## src/rtl/crc_msg_sequencer.sv

```systemverilog
// crc_msg_sequencer
//   Control stage in front of the bit-serial crc32 engine. A message
//   descriptor (length, seed, polynomial/orientation vector) is latched in
//   IDLE. The seed is loaded into the engine, and the message words are then
//   fed one per engine pass from a small input FIFO. The final CRC is returned
//   on a valid/ack result port.
//
// Ports
//   CLK, nRST              clock, asynchronous active-low reset
//   msg_start/len/seed/poly   descriptor strobe and fields (sampled in IDLE)
//   msg_busy               high while a message is in progress (incl. DONE)
//   msg_err                sticky: msg_start seen while not IDLE
//   word_valid/data/ready  input word stream into the FIFO
//   res_valid/data/ack     final CRC, held until acknowledged
//   crc_start/reset        one-cycle engine strobes (word pass / seed load)
//   crc_data_in            engine data or seed, zero when no strobe is active
//   crc_orient             latched poly vector, held stable for the engine
//   crc_ready/data_out     engine idle flag and CRC register
module crc_msg_sequencer #(
  parameter int DEPTH = 4,
  parameter int LEN_W = 8
) (
  input  logic             CLK,
  input  logic             nRST,
  input  logic             msg_start,
  input  logic [LEN_W-1:0] msg_len,
  input  logic [31:0]      msg_seed,
  input  logic [31:0]      msg_poly,
  output logic             msg_busy,
  output logic             msg_err,
  input  logic             word_valid,
  input  logic [31:0]      word_data,
  output logic             word_ready,
  output logic             res_valid,
  output logic [31:0]      res_data,
  input  logic             res_ack,
  output logic             crc_start,
  output logic             crc_reset,
  output logic [31:0]      crc_data_in,
  output logic [31:0]      crc_orient,
  input  logic             crc_ready,
  input  logic [31:0]      crc_data_out
);

  localparam int PTR_W = $clog2(DEPTH);
  localparam int CNT_W = PTR_W + 1;
  localparam logic [CNT_W-1:0] FULL_CNT = CNT_W'(DEPTH);

  typedef enum logic [2:0] {
    S_IDLE,
    S_SEED,
    S_RUN,
    S_WAIT,
    S_DONE
  } state_t;

  state_t             state_q, state_d;
  logic [LEN_W-1:0]   len_q, len_d;
  logic [31:0]        seed_q, seed_d;
  logic [31:0]        poly_q, poly_d;
  logic [LEN_W-1:0]   rem_q, rem_d;
  logic [LEN_W-1:0]   acc_q, acc_d;
  logic [31:0]        res_q, res_d;
  logic               err_q, err_d;

  logic [PTR_W-1:0]   wr_ptr_q, wr_ptr_d;
  logic [PTR_W-1:0]   rd_ptr_q, rd_ptr_d;
  logic [CNT_W-1:0]   cnt_q, cnt_d;
  logic [31:0]        mem_q [DEPTH];

  logic               fifo_empty;
  logic               fifo_full;
  logic [31:0]        fifo_head;
  logic               push;
  logic               pop;

  logic               start_c;
  logic               reset_c;
  logic [31:0]        data_c;

  assign fifo_empty = (cnt_q == '0);
  assign fifo_full  = (cnt_q == FULL_CNT);
  assign fifo_head  = mem_q[rd_ptr_q];

  // Words are only taken for the message in progress and never past its
  // length; DONE is excluded so nothing leaks into the next message.
  assign word_ready = (state_q != S_IDLE) && (state_q != S_DONE) &&
                      !fifo_full && (acc_q < len_q);
  assign push       = word_valid && word_ready;

  assign msg_busy    = (state_q != S_IDLE);
  assign msg_err     = err_q;
  assign res_valid   = (state_q == S_DONE);
  assign res_data    = res_q;
  assign crc_start   = start_c;
  assign crc_reset   = reset_c;
  assign crc_data_in = data_c;
  assign crc_orient  = poly_q;

  always_comb begin
    state_d = state_q;
    len_d   = len_q;
    seed_d  = seed_q;
    poly_d  = poly_q;
    rem_d   = rem_q;
    acc_d   = acc_q;
    res_d   = res_q;
    err_d   = err_q;
    start_c = 1'b0;
    reset_c = 1'b0;
    data_c  = 32'h0;
    pop     = 1'b0;

    case (state_q)
      S_IDLE: begin
        if (msg_start) begin
          len_d  = msg_len;
          seed_d = msg_seed;
          poly_d = msg_poly;
          rem_d  = msg_len;
          acc_d  = '0;
          err_d  = 1'b0;
          if (msg_len == '0) begin
            // Empty message: the CRC of nothing is the seed itself.
            res_d   = msg_seed;
            state_d = S_DONE;
          end else begin
            state_d = S_SEED;
          end
        end
      end

      S_SEED: begin
        if (crc_ready) begin
          reset_c = 1'b1;
          data_c  = seed_q;
          state_d = S_RUN;
        end
      end

      S_RUN: begin
        if (!fifo_empty && crc_ready) begin
          start_c = 1'b1;
          data_c  = fifo_head;
          pop     = 1'b1;
          state_d = S_WAIT;
        end
      end

      S_WAIT: begin
        if (crc_ready) begin
          rem_d = rem_q - LEN_W'(1);
          if (rem_q == LEN_W'(1)) begin
            res_d   = crc_data_out;
            state_d = S_DONE;
          end else if (!fifo_empty) begin
            // Restart on the same cycle the engine frees up so consecutive
            // passes leave no idle gap.
            start_c = 1'b1;
            data_c  = fifo_head;
            pop     = 1'b1;
          end else begin
            state_d = S_RUN;
          end
        end
      end

      S_DONE: begin
        if (res_ack) begin
          state_d = S_IDLE;
        end
      end

      default: begin
        state_d = S_IDLE;
      end
    endcase

    if (msg_start && (state_q != S_IDLE)) begin
      err_d = 1'b1;
    end

    if (push) begin
      acc_d = acc_q + LEN_W'(1);
    end
  end

  always_comb begin
    wr_ptr_d = wr_ptr_q;
    rd_ptr_d = rd_ptr_q;
    if (push) begin
      wr_ptr_d = wr_ptr_q + PTR_W'(1);
    end
    if (pop) begin
      rd_ptr_d = rd_ptr_q + PTR_W'(1);
    end
    cnt_d = cnt_q + CNT_W'(push) - CNT_W'(pop);
  end

  always_ff @(posedge CLK or negedge nRST) begin
    if (!nRST) begin
      state_q  <= S_IDLE;
      len_q    <= '0;
      seed_q   <= '0;
      poly_q   <= '0;
      rem_q    <= '0;
      acc_q    <= '0;
      res_q    <= '0;
      err_q    <= 1'b0;
      wr_ptr_q <= '0;
      rd_ptr_q <= '0;
      cnt_q    <= '0;
    end else begin
      state_q  <= state_d;
      len_q    <= len_d;
      seed_q   <= seed_d;
      poly_q   <= poly_d;
      rem_q    <= rem_d;
      acc_q    <= acc_d;
      res_q    <= res_d;
      err_q    <= err_d;
      wr_ptr_q <= wr_ptr_d;
      rd_ptr_q <= rd_ptr_d;
      cnt_q    <= cnt_d;
    end
  end

  // FIFO storage carries no reset; validity is tracked by cnt_q alone.
  always_ff @(posedge CLK) begin
    if (push) begin
      mem_q[wr_ptr_q] <= word_data;
    end
  end

endmodule

```

## config.mk

```make
export PLATFORM = sky130hd
export DESIGN_NAME = crc_msg_sequencer
export DESIGN_NICKNAME = d
export VERILOG_FILES = /design/src/rtl/crc_msg_sequencer.sv
export SDC_FILE = /design/constraint.sdc
export NUM_CORES = 1
export LEC_CHECK = 0
export CELL_PAD_IN_SITES_DETAIL_PLACEMENT = 1
export CELL_PAD_IN_SITES_GLOBAL_PLACEMENT = 2
export CORE_AREA = 5 5 188 190
export DETAILED_ROUTE_END_ITERATION = 10
export DIE_AREA = 0 0 193 195
export GPL_TIMING_DRIVEN = 1
export PLACE_DENSITY = 0.79
export SYNTH_ARGS = -nofsm -noshare
export SYNTH_HDL_FRONTEND = slang
export SYNTH_SLANG_ARGS = --single-unit
```

## constraint.sdc

```tcl
create_clock -name CLK -period 3.5 [get_ports CLK]
set_clock_uncertainty 0.05 [all_clocks]
set_input_delay 0.7 -clock CLK [delete_from_list [all_inputs] [get_ports CLK]]
set_output_delay 0.7 -clock CLK [all_outputs]
set_load 0.01 [all_outputs]
```

# == Word-level counts from Yosys, hierarchy flattened ==
# Memories as Yosys holds them, arrays and structs flattened.
# Cells that the tools add are included.
# totals
regBits,131
ramBits,128
input_bits,142
output_inout_bits,102
word_cells,95
memories,1
# op_classes
n_addsub,6
magnitude_cmp,1
eq_ne,15
mux,38
reduce_logical,23
# mem_list
memory,words,width,read_ports,rd_clocked_by_memory_dff,wr,line,source
mem_q,4,32,1,0,1,69,logic [31:0] mem_q [DEPTH];
# op_table
op,count
$mux W32,9
$pmux W32 S3,1
$pmux W32 S2,1
$mux W8,5
$mux W3,8
$pmux W8 S2,1
$pmux W3 S5,1
$ne A2 B2 Y1 const B,6
$mux W1,11
$reduce_bool A2 Y1,5
$add A8 B1 Y8 const B,1
$eq A8 B1 Y1 const B,1
$logic_not A8 Y1,1
$lt A8 B8 Y1,1
$sub A8 B1 Y8 const B,1
$eq A3 B2 Y1 const B,2
$eq A3 B3 Y1 const B,2
$logic_and A1 B1 Y1,6
$logic_not A3 Y1,2
$ne A3 B3 Y1 const B,2
$reduce_and A2 Y1,3
$reduce_and A6 Y1,1
$reduce_and A5 Y1,1
$add A2 B1 Y2 const B,2
8 further kinds,9

# == Logic depth before layout (Yosys ltp) ==
# Gate-level depths: netlist of run 1.
# logic_depth
ltp_word,7
mapped_depth,13
depth_no_buf,12

# == Worst setup path after synthesis of run 1 ==
# Ideal clock, no wire load.
# synth_timing
path_kind,register -> register
start,register acc_q[7]
end,memory mem_q[0][0] (enable)
setup_time_ns,0.392
arrival_time_ns,2.584
setup_slack_ns,0.474
path_stages_with_launch,7
path_cell_list,dfrtp_1 ha_1 a2111oi_2 nand3_1 a21oi_2 buf_2 and2_1
# synth_via
elab_chain_cells,5
# synth_lines
element,line,source
from (decl),62,"logic [LEN_W-1:0] acc_q, acc_d;"
from (signal assigned),207,acc_q <= '0;
from (signal assigned),219,acc_q <= acc_d;
$lt A8 B8 Y1,88,!fifo_full && (acc_q < len_q);
$logic_and A1 B1 Y1,88,
$logic_and A1 B1 Y1,89,assign push = word_valid && word_ready;
$mux W1,230,if (push) begin
$mux W1 (implied by the code),231,mem_q[wr_ptr_q] <= word_data;
to (decl),69,
# Every way passes these cells.

# == Final worst setup path of run 1 ==
# layout_timing
start,register rem_q[5]
end,output crc_data_in[8]
# layout_via
elab_chain_cells,4
# layout_lines
element,line,source
from (decl),61,"logic [LEN_W-1:0] rem_q, rem_d;"
from (signal assigned),218,rem_q <= rem_d;
$eq A8 B1 Y1,153,if (rem_q == LEN_W'(1)) begin
$mux W32,153,
$mux W32,151,if (crc_ready) begin
$pmux W32 S3,114,case (state_q)
to (decl),39,"output logic [31:0] crc_data_in,"
# Every way passes these cells.

==> run summary, run 1 <==
routability congestion estimate -> 0.772
synthesized instance count -> 875
layout cell share with drive strength beyond 1 -> 11.0%
CTS tree -> built
Cell Pwr Density -> 856 mW/mm²
residual overflow from global routing -> 0
slew of the pin with the lowest slew margin -> 0.657 ns
crit share post-route -> 97.5%
row cnt -> 67
Data required, critical path -> 2.75 ns
clk slew on worst S/H paths -> 0.06 ns
Max-slew headroom -> 56.2%
dpl hpwl -> 23200 µm
register area share after synthesis -> 65.7%
Clock Tree Buf Depth -> 3
die width -> 193 µm
Buffers on Ports -> 243
Worst R2R End -> cnt_q[2]$_DFF_PN0_
Initial DRC Count -> 326
Synth cell types -> 52
switching power -> 4.34 mW
Final Slew Violations -> 0
syn_nets -> 1034
setup_tns -> 0 ns
H-Tree Depth -> 1
Initial Util -> 32.6%
gr usage total -> 17.7%
YS warnings -> 0
Achievable Freq -> 293 MHz
clock root cell -> clkbuf_16
Clk pwr share -> 24.3%
chip height -> 195 µm
Area Growth Syn to Fin -> 37.5%
Die ar. -> 0.0376 mm²
Post-synth EDFFs -> 128
final wirelength -> 33800 µm
count of final setup violators -> 0
kind of critical path -> register to primary output
first-pass GRT wire length -> 51500 µm
most common cell after layout, fill and taps aside -> nand2_1
Final Hold Viols -> 0
vias post-DR -> 7665
max-cap violation count -> 0
DR pass1 iterations -> 4
initial antenna violation count -> 6
Comb power frac -> 37.2%
WL/cell -> 21.2 µm
Area after DPL -> 0.0139 mm²
switching share of power -> 34.0%
vias per std cell -> 4.80
synthesized area -> 0.0108 mm²
reg2reg start -> acc_q[7]$_DFFE_PN0P_
Sink Count -> 259
ys async rst share -> 50.6%
# DRC -> 0
Crit. End Element -> primary output
#FFs+latches synth -> 259
Net count, final -> 1284
power after layout -> 12.8 mW
startpoint types -> register
WHS -> 0.0231 ns
CTS Buf Count -> 30
Pleak -> 6.14 nW
Worst-Skew Late Latency -> 0.55 ns
outcome -> finished, final reports clean
path category of the worst min-delay check -> input port to asynchronous set/reset pin
I/O pins -> 244
largest net degree at the start of global routing -> 85
fin area -> 0.0149 mm²
R2R depth -> 10
Seq pwr share -> 38.6%
vias in the first global route -> 8241
post-route ant nets -> 0
Core Box Area -> 0.0333 mm²
Worst Path Arrival -> 2.66 ns
maximum vdd drop -> 0.455 mV
Final min period -> 3.41 ns
post-synth top area cell -> edfxtp_1
Syn Area/Cell -> 12.4 µm²
top cell type's share of synthesized area -> 35.4%
Cell Int Power -> 8.42 mW
most frequent cells in the layout -> nand2_1 (280), clkdlybuf4s50_1 (209), edfxtp_1 (128)
Synth Flop Type -> dfrtp_1
top cells by area, synth -> edfxtp_1 (35%), dfrtp_1 (30%), nand2_1 (9.7%)
CP max FO -> 12
reg2reg setup slack -> 0.54 ns
==> flip-flops by register name, summed over array words and instances (netlist names) <==
register / flops
rd_ptr_q: 2
len_q: 8
acc_q: 8
wr_ptr_q: 2
seed_q: 32
mem_q: 128
res_data: 32
msg_err: 1
rem_q: 8
crc_orient: 32
state_q: 3
cnt_q: 3
==> layer usage <==
metal	global-route usage, %	wire, µm
met5	0	82
met4	3.02	538
met1	24.1	14700
met2	28.4	15800
met3	5.66	2620
==> area by class of cell <==
cell class              count  area [µm²]
clock buffers              44         843
repair buffers            269        2690
well taps                 448         561
clock inverters            10         139
inverters                  22        82.6
flip-flops and latches    259        7130
fillers                  3553       18400
diodes                      1        2.50
multi-input cells         543        3470
==> kinds of logic (layout without fill, tap and decap cells) <==
kind of cell | Yosys count | count (layout) | share of synthesized area (%)
buf+inv | 73 | 345 | 2.75
other cells | 0 | 1 | 0
compound gates | 112 | 112 | 7.57
xor+xnor | 11 | 11 | 0.889
fa+ha+maj | 17 | 17 | 2.03
simple gates | 360 | 360 | 13.4
flops | 259 | 259 | 65.7
mux | 43 | 43 | 7.69
==> stage by stage <==
step | setup WS [ns] | cells | util, %
3_5_place_dp | 0.0241 | 1538 | 41.8
5_1_grt | -0.00816 | 1595 | 44.8
4_1_cts | 0.0253 | 1595 | 44.8
6_report | 0.0889 | 1596 | 44.8
2_1_floorplan | 0.474 | 875 | -
3_3_place_gp | 0.0448 | 1538 | 41.8
==> synth_stat cells, drive strengths merged (2+ instances only) <==
master / instances
mux2: 2
edfxtp: 128
mux2i: 9
nand4: 2
buf: 16
nand2b: 2
ha: 16
nor4: 3
xor2: 5
nor2: 42
a22o: 32
and3: 2
nand2: 281
a2111oi: 3
a22oi: 2
a31oi: 33
nand3: 6
nor3: 9
xnor2: 6
clkbuf: 35
inv: 22
o21ai: 16
and2: 7
a21oi: 12
dfrtp: 131
mux4: 32
and4: 2
==> critical path: stages (launching register included) <==
cell and delay (ns):
dfrtp_2 0.44, nor4_4 0.37, and3_4 0.27, a2111oi_4 0.06
buf_4 0.19, bufbuf_16 0.29, a22o_1 0.20, dlygate4sd2_1 0.28
==> worst max path at each step <==
| stage | startpoint | end | slack, ns | depth (start not counted) |
|---|---|---|---|---|
| after floorplan | acc_q[7]$_DFFE_PN0P_ | mem_q[0][0]$_DFFE_PP_ | 0.47 | 6 |
| after global placement | crc_ready | crc_data_in[31] | 0.04 | 6 |
| after detailed placement | crc_ready | crc_data_in[7] | 0.02 | 6 |
| after CTS | rem_q[3]$_DFFE_PN0P_ | crc_data_in[1] | 0.03 | 7 |
| after global routing | rem_q[5]$_DFFE_PN0P_ | crc_data_in[6] | -0.008 | 7 |
| final | rem_q[5]$_DFFE_PN0P_ | crc_data_in[8] | 0.09 | 7 |
==> power groups by stage <==
stage          logic [mW]  clock network, mW  registers (mW)
6_report             4.75               3.10            4.92
3_5_place_dp         4.90                  0            4.99
3_3_place_gp         4.80                  0            4.95
4_1_cts              4.86               3.18            4.94
5_1_grt              5.23               3.33            5.05
2_1_floorplan        2.47                  0            4.92
==> repair_timing <==
item                       CTS  global route
hold buffers                 0             0
gates cloned                 1             0
setup endpoints to repair   33             8
pin swaps                    3             2
gates resized for setup     36             6
setup buffers                2             0
Note: power is estimated with default switching activity, not from simulation.
==> run 2: changes to the inputs <==
Clock period 3.5 ns to 3.3 ns, I/O delays scaled along.
==> run summary, run 2 (synthesized netlist as in run 1, its figures left out) <==
Seq pwr share -> 37.1%
slew of the pin with the lowest slew margin -> 0.678 ns
Largest register FFs -> 128
RSZ-0062 raised after global routing -> no
Worst path max stage delay -> 0.44 ns
count of final setup violators -> 0
residual overflow from global routing -> 0
crit-path cells -> nor4_4 > and3_4 > a2111oi_4 > buf_6 > buf_12 > a22o_1 > dlygate4sd2_1
outcome -> finished, final reports clean
I/O pins -> 244
Clock Tree Buf Depth -> 3
crit share post-route -> 97.1%
Cell Pwr Density -> 929 mW/mm²
kind of critical path -> register to primary output
chip height -> 195 µm
most frequent cells in the layout -> nand2_1 (280), clkdlybuf4s50_1 (208), edfxtp_1 (128)
layout cell share with drive strength beyond 1 -> 14.3%
initial antenna violation count -> 6
Die ar. -> 0.0376 mm²
metal2 WL -> 16100 µm
Final min period -> 3.20 ns
Achievable Freq -> 312 MHz
Core Box Area -> 0.0333 mm²
Max-slew headroom -> 54.5%
Clk pwr share -> 26.0%
routability congestion estimate -> 0.778
most common cell after layout, fill and taps aside -> nand2_1
slack of the critical path -> 0.0972 ns
Final Hold Viols -> 0
Buffers on Ports -> 243
Data required, critical path -> 2.59 ns
Sink Count -> 259
CTS Buf Count -> 30
Crit. End Element -> primary output
H-Tree Depth -> 1
Cell Int Power -> 9.34 mW
clock root cell -> clkbuf_16
Final Slew Violations -> 0
Initial Util -> 32.6%
highest metal used -> met5
Met3 Routed Length -> 2490 µm
switching power -> 4.71 mW
row cnt -> 67
Initial DRC Count -> 306
Largest Register -> mem_q
Net count, final -> 1296
max-cap violation count -> 0
maximum vdd drop -> 0.460 mV
Endpoint, Worst Hold -> crc_orient[14]$_DFFE_PN0P_
vias post-DR -> 7786
Worst R2R End -> cnt_q[2]$_DFF_PN0_
slowest cell on the critical path -> dfrtp_2
power after layout -> 14.1 mW
path category of the worst min-delay check -> register to register
reg2reg start -> acc_q[7]$_DFFE_PN0P_
DR pass1 iterations -> 4
clk slew on worst S/H paths -> 0.06 ns
WL/cell -> 21.5 µm
CP max FO -> 9
gr usage total -> 18.1%
min-delay src -> crc_orient[14]$_DFFE_PN0P_
Area Growth Syn to Fin -> 39.5%
startpoint types -> register
largest net degree at the start of global routing -> 81
M1 wire length -> 15000 µm
# DRC -> 0
vias per std cell -> 4.84
Comb power frac -> 36.9%
post-route ant nets -> 0
first-pass GRT wire length -> 52700 µm
switching share of power -> 33.5%
Worst-Skew Late Latency -> 0.57 ns
Pleak -> 6.25 nW
CTS tree -> built
reg2reg setup slack -> 0.46 ns
antenna cells -> 0
dpl hpwl -> 23400 µm
vias in the first global route -> 8462
Place WS -> -0.0711 ns
R2R depth -> 10
final wirelength -> 34600 µm
Hold Crit Depth -> 2
die width -> 193 µm
Worst Path Arrival -> 2.49 ns
-- run 2: changes by cell type in the layout (fill, tap and decap cells not counted), sizes merged, moves of 3 or more --
| cell | previous run | this run |
|---|---|---|
| buf | 26 | 47 |
| bufinv | 2 | 7 |
| clkinv | 3 | 8 |
| clkbuf | 44 | 53 |
| dlygate4sd2 | 28 | 10 |
| clkdlybuf4s15 | 5 | 0 |
| clkinvlp | 4 | 1 |
-- run 2: timing repair --
| action | in CTS | in global routing |
|---|---|---|
| hold endpoints to repair | 2 | 0 |
| cloned | 2 | 0 |
| endpoints found under the setup margin | 34 | 25 |
| gates resized for setup | 66 | 33 |
| hold buffers | 1 | 0 |
| pin swaps | 3 | 9 |
| buffers inserted | 8 | 3 |
-- run 2: worst max-delay path by stage --
stage | from | to | cells past startpoint
after floorplan | acc_q[7]$_DFFE_PN0P_ | mem_q[0][0]$_DFFE_PP_ | 6
after global placement | crc_ready | crc_data_in[31] | 6
after detailed placement | crc_ready | crc_data_in[7] | 6
after CTS | rem_q[3]$_DFFE_PN0P_ | crc_data_in[17] | 8
after global routing | rem_q[1]$_DFFE_PN0P_ | crc_data_in[16] | 8
final | rem_q[5]$_DFFE_PN0P_ | crc_data_in[13] | 7
-- run 2: critical path, delay by kind of cell (launching register included) --
kind            cells  cell delay, ns
buf+inv             3            0.60
simple gates        2            0.61
compound gates      2            0.29
flops               1            0.44
-- run 2: cell type report --
cell class / instances / area, µm²
clock inverter: 17 / 292
sequential: 259 / 7130
fill: 3519 / 18200
multi-input combinational: 543 / 3480
inverter: 22 / 82.6
tap: 448 / 561
timing repair buffer: 281 / 2780
clock buffer: 39 / 805
-- run 2: power groups by stage --
stage	clock network (mW)	logic, mW	registers [mW]
2_1_floorplan	0	2.62	5.22
6_report	3.66	5.18	5.22
4_1_cts	3.75	5.33	5.23
5_1_grt	3.90	5.71	5.34
3_5_place_dp	0	5.28	5.28
3_3_place_gp	0	5.19	5.24
-- run 2: metal layers --
layer,up-vias,GRT usage [%]
met1,3899,24.5
met5,-,0
met3,57,4.86
met4,12,4.12
met2,210,29.2
li1,3608,-
-- run 2: stage by stage --
stage / util, % / cell area [µm²] / instances / TNS [ns] / hold WS, ns
3_5_place_dp: 42.0 / 14000 / 1541 / -1.34 / 0.414
3_3_place_gp: 42.0 / 14000 / 1541 / 0 / 0.406
2_1_floorplan: - / 10800 / 875 / 0 / 0.314
5_1_grt: 45.4 / 15100 / 1609 / 0 / 0.452
4_1_cts: 45.6 / 15200 / 1608 / 0 / 0.427
6_report: 45.4 / 15100 / 1609 / 0 / 0.425
==> run 3: changes to the inputs <==
Settings changed: RECOVER_POWER from default to 100.
==> run summary, run 3 (synthesized netlist as in run 1, its figures left out) <==
slack of the critical path -> 0.101 ns
CTS Buf Count -> 30
path category of the worst min-delay check -> register to register
Crit. End Element -> primary output
setup_tns -> 0 ns
Achievable Freq -> 313 MHz
crit-path cells -> nor4_4 > and3_4 > a2111oi_4 > buf_6 > buf_12 > a22o_1 > dlygate4sd2_1
routability congestion estimate -> 0.778
largest net degree at the start of global routing -> 81
Buffers on Ports -> 243
Pleak -> 6.24 nW
Placed Cells -> 1541
row cnt -> 67
maximum vdd drop -> 0.460 mV
initial antenna violation count -> 8
Final Slew Violations -> 55
non-filler cells, final -> 1610
Worst-Skew Late Latency -> 0.58 ns
outcome -> finished with violations
post-route ant nets -> 0
slew of the pin with the lowest slew margin -> 1.51 ns
Data required, critical path -> 2.59 ns
Worst Path Arrival -> 2.49 ns
CTS tree -> built
Final Hold Viols -> 0
layout cell share with drive strength beyond 1 -> 14.1%
switching share of power -> 33.6%
Area Growth Syn to Fin -> 39.2%
Clk pwr share -> 26.1%
Hold Crit Depth -> 2
Max-slew headroom -> -0.634%
gr usage total -> 18.1%
Seq pwr share -> 37.1%
first-pass GRT wire length -> 52700 µm
Final min period -> 3.20 ns
residual overflow from global routing -> 0
WL/cell -> 21.5 µm
Area after DPL -> 0.0140 mm²
Comb power frac -> 36.8%
startpoint types -> register
most common cell after layout, fill and taps aside -> nand2_1
Cell Pwr Density -> 931 mW/mm²
Die ar. -> 0.0376 mm²
Initial Util -> 32.6%
Worst path max stage delay -> 0.44 ns
chip height -> 195 µm
CP Depth -> 7
vias per std cell -> 4.84
Place WS -> -0.0711 ns
slowest cell on the critical path -> dfrtp_2
fin area -> 0.0151 mm²
final wirelength -> 34600 µm
RSZ-0062 raised after global routing -> no
Largest register FFs -> 128
power after layout -> 14.1 mW
vias post-DR -> 7788
DR pass1 iterations -> 4
Cell Int Power -> 9.33 mW
most frequent cells in the layout -> nand2_1 (280), clkdlybuf4s50_1 (176), edfxtp_1 (128)
Largest Register -> mem_q
clock root cell -> clkbuf_16
clk slew on worst S/H paths -> 0.06 ns
Clock Tree Buf Depth -> 3
H-Tree Depth -> 1
I/O pins -> 244
Net count, final -> 1296
# DRC -> 0
CP max FO -> 9
vias in the first global route -> 8462
max-cap violation count -> 1
crit share post-route -> 96.9%
violated checks -> capacitance limit, slew limit
count of final setup violators -> 0
Initial DRC Count -> 303
Final Util -> 45.4%
CP top delay family -> simple AND/OR/NAND/NOR gates
die width -> 193 µm
dpl hpwl -> 23400 µm
crit path buf inv count -> 3
switching power -> 4.72 mW
Core Box Area -> 0.0333 mm²
reg2reg setup slack -> 0.45 ns
Sink Count -> 259
WHS -> 0.424 ns
R2R depth -> 10
kind of critical path -> register to primary output
-- run 3: changes by cell type in the layout (fill, tap and decap cells not counted), sizes merged --
| cell | previous run | this run |
|---|---|---|
| buf | 47 | 43 |
| diode | 0 | 1 |
| clkdlybuf4s50 | 208 | 176 |
| dlygate4sd3 | 1 | 33 |
| clkbuf | 53 | 57 |
-- run 3: final cells by class --
| cell class | instances | area, µm² |
|---|---|---|
| Multi-Input combinational cell | 543 | 3480 |
| Sequential cell | 259 | 7130 |
| Fill cell | 3523 | 18200 |
| Timing Repair Buffer | 281 | 2750 |
| Clock buffer | 39 | 805 |
| Tap cell | 448 | 561 |
| Clock inverter | 17 | 292 |
| Inverter | 22 | 82.6 |
| Antenna cell | 1 | 2.50 |
-- run 3: power groups by stage --
stage	logic (mW)	registers, mW	clock network, mW
detailed placement	5.28	5.28	0
floorplan	2.62	5.22	0
finish	5.17	5.22	3.67
global route	5.69	5.34	3.90
global placement	5.19	5.24	0
CTS	5.33	5.23	3.75
-- run 3: repair_timing --
action,CTS,global route
hold buffers,1,0
setup endpoints to repair,34,25
pin swaps,3,9
setup buffers,8,3
cloned,2,0
gates resized for setup,66,33
hold endpoints to repair,2,0
-- run 3: worst reg2reg max path, delay by kind of cell (launching register included) --
family / cells / cell delay [ns]
compound gates: 2 / 0.66
xor+xnor: 1 / 0.14
fa+ha+maj: 4 / 1.20
buf+inv: 2 / 0.12
flops: 1 / 0.42
simple gates: 1 / 0.15
-- run 3: final timing paths --
| kind | from | to |
|---|---|---|
| max | rem_q[5]$_DFFE_PN0P_ | crc_data_in[24] |
| min | crc_orient[14]$_DFFE_PN0P_ | crc_orient[14]$_DFFE_PN0P_ |
| max reg2reg | acc_q[7]$_DFFE_PN0P_ | cnt_q[2]$_DFF_PN0_ |
| min reg2reg | crc_orient[14]$_DFFE_PN0P_ | crc_orient[14]$_DFFE_PN0P_ |
| max in group asynchronous | nRST | rem_q[3]$_DFFE_PN0P_ |
| min in group asynchronous | nRST | res_data[12]$_DFFE_PN0P_ |
-- run 3: layer usage --
layer / part of all wire (%) / up-vias / track usage (%)
li1: - / 3607 / -
met1: 44 / 3897 / 24.5
met2: 47 / 211 / 29.2
met3: 6.7 / 59 / 4.86
met4: 2.5 / 14 / 4.12
met5: 0.24 / - / 0
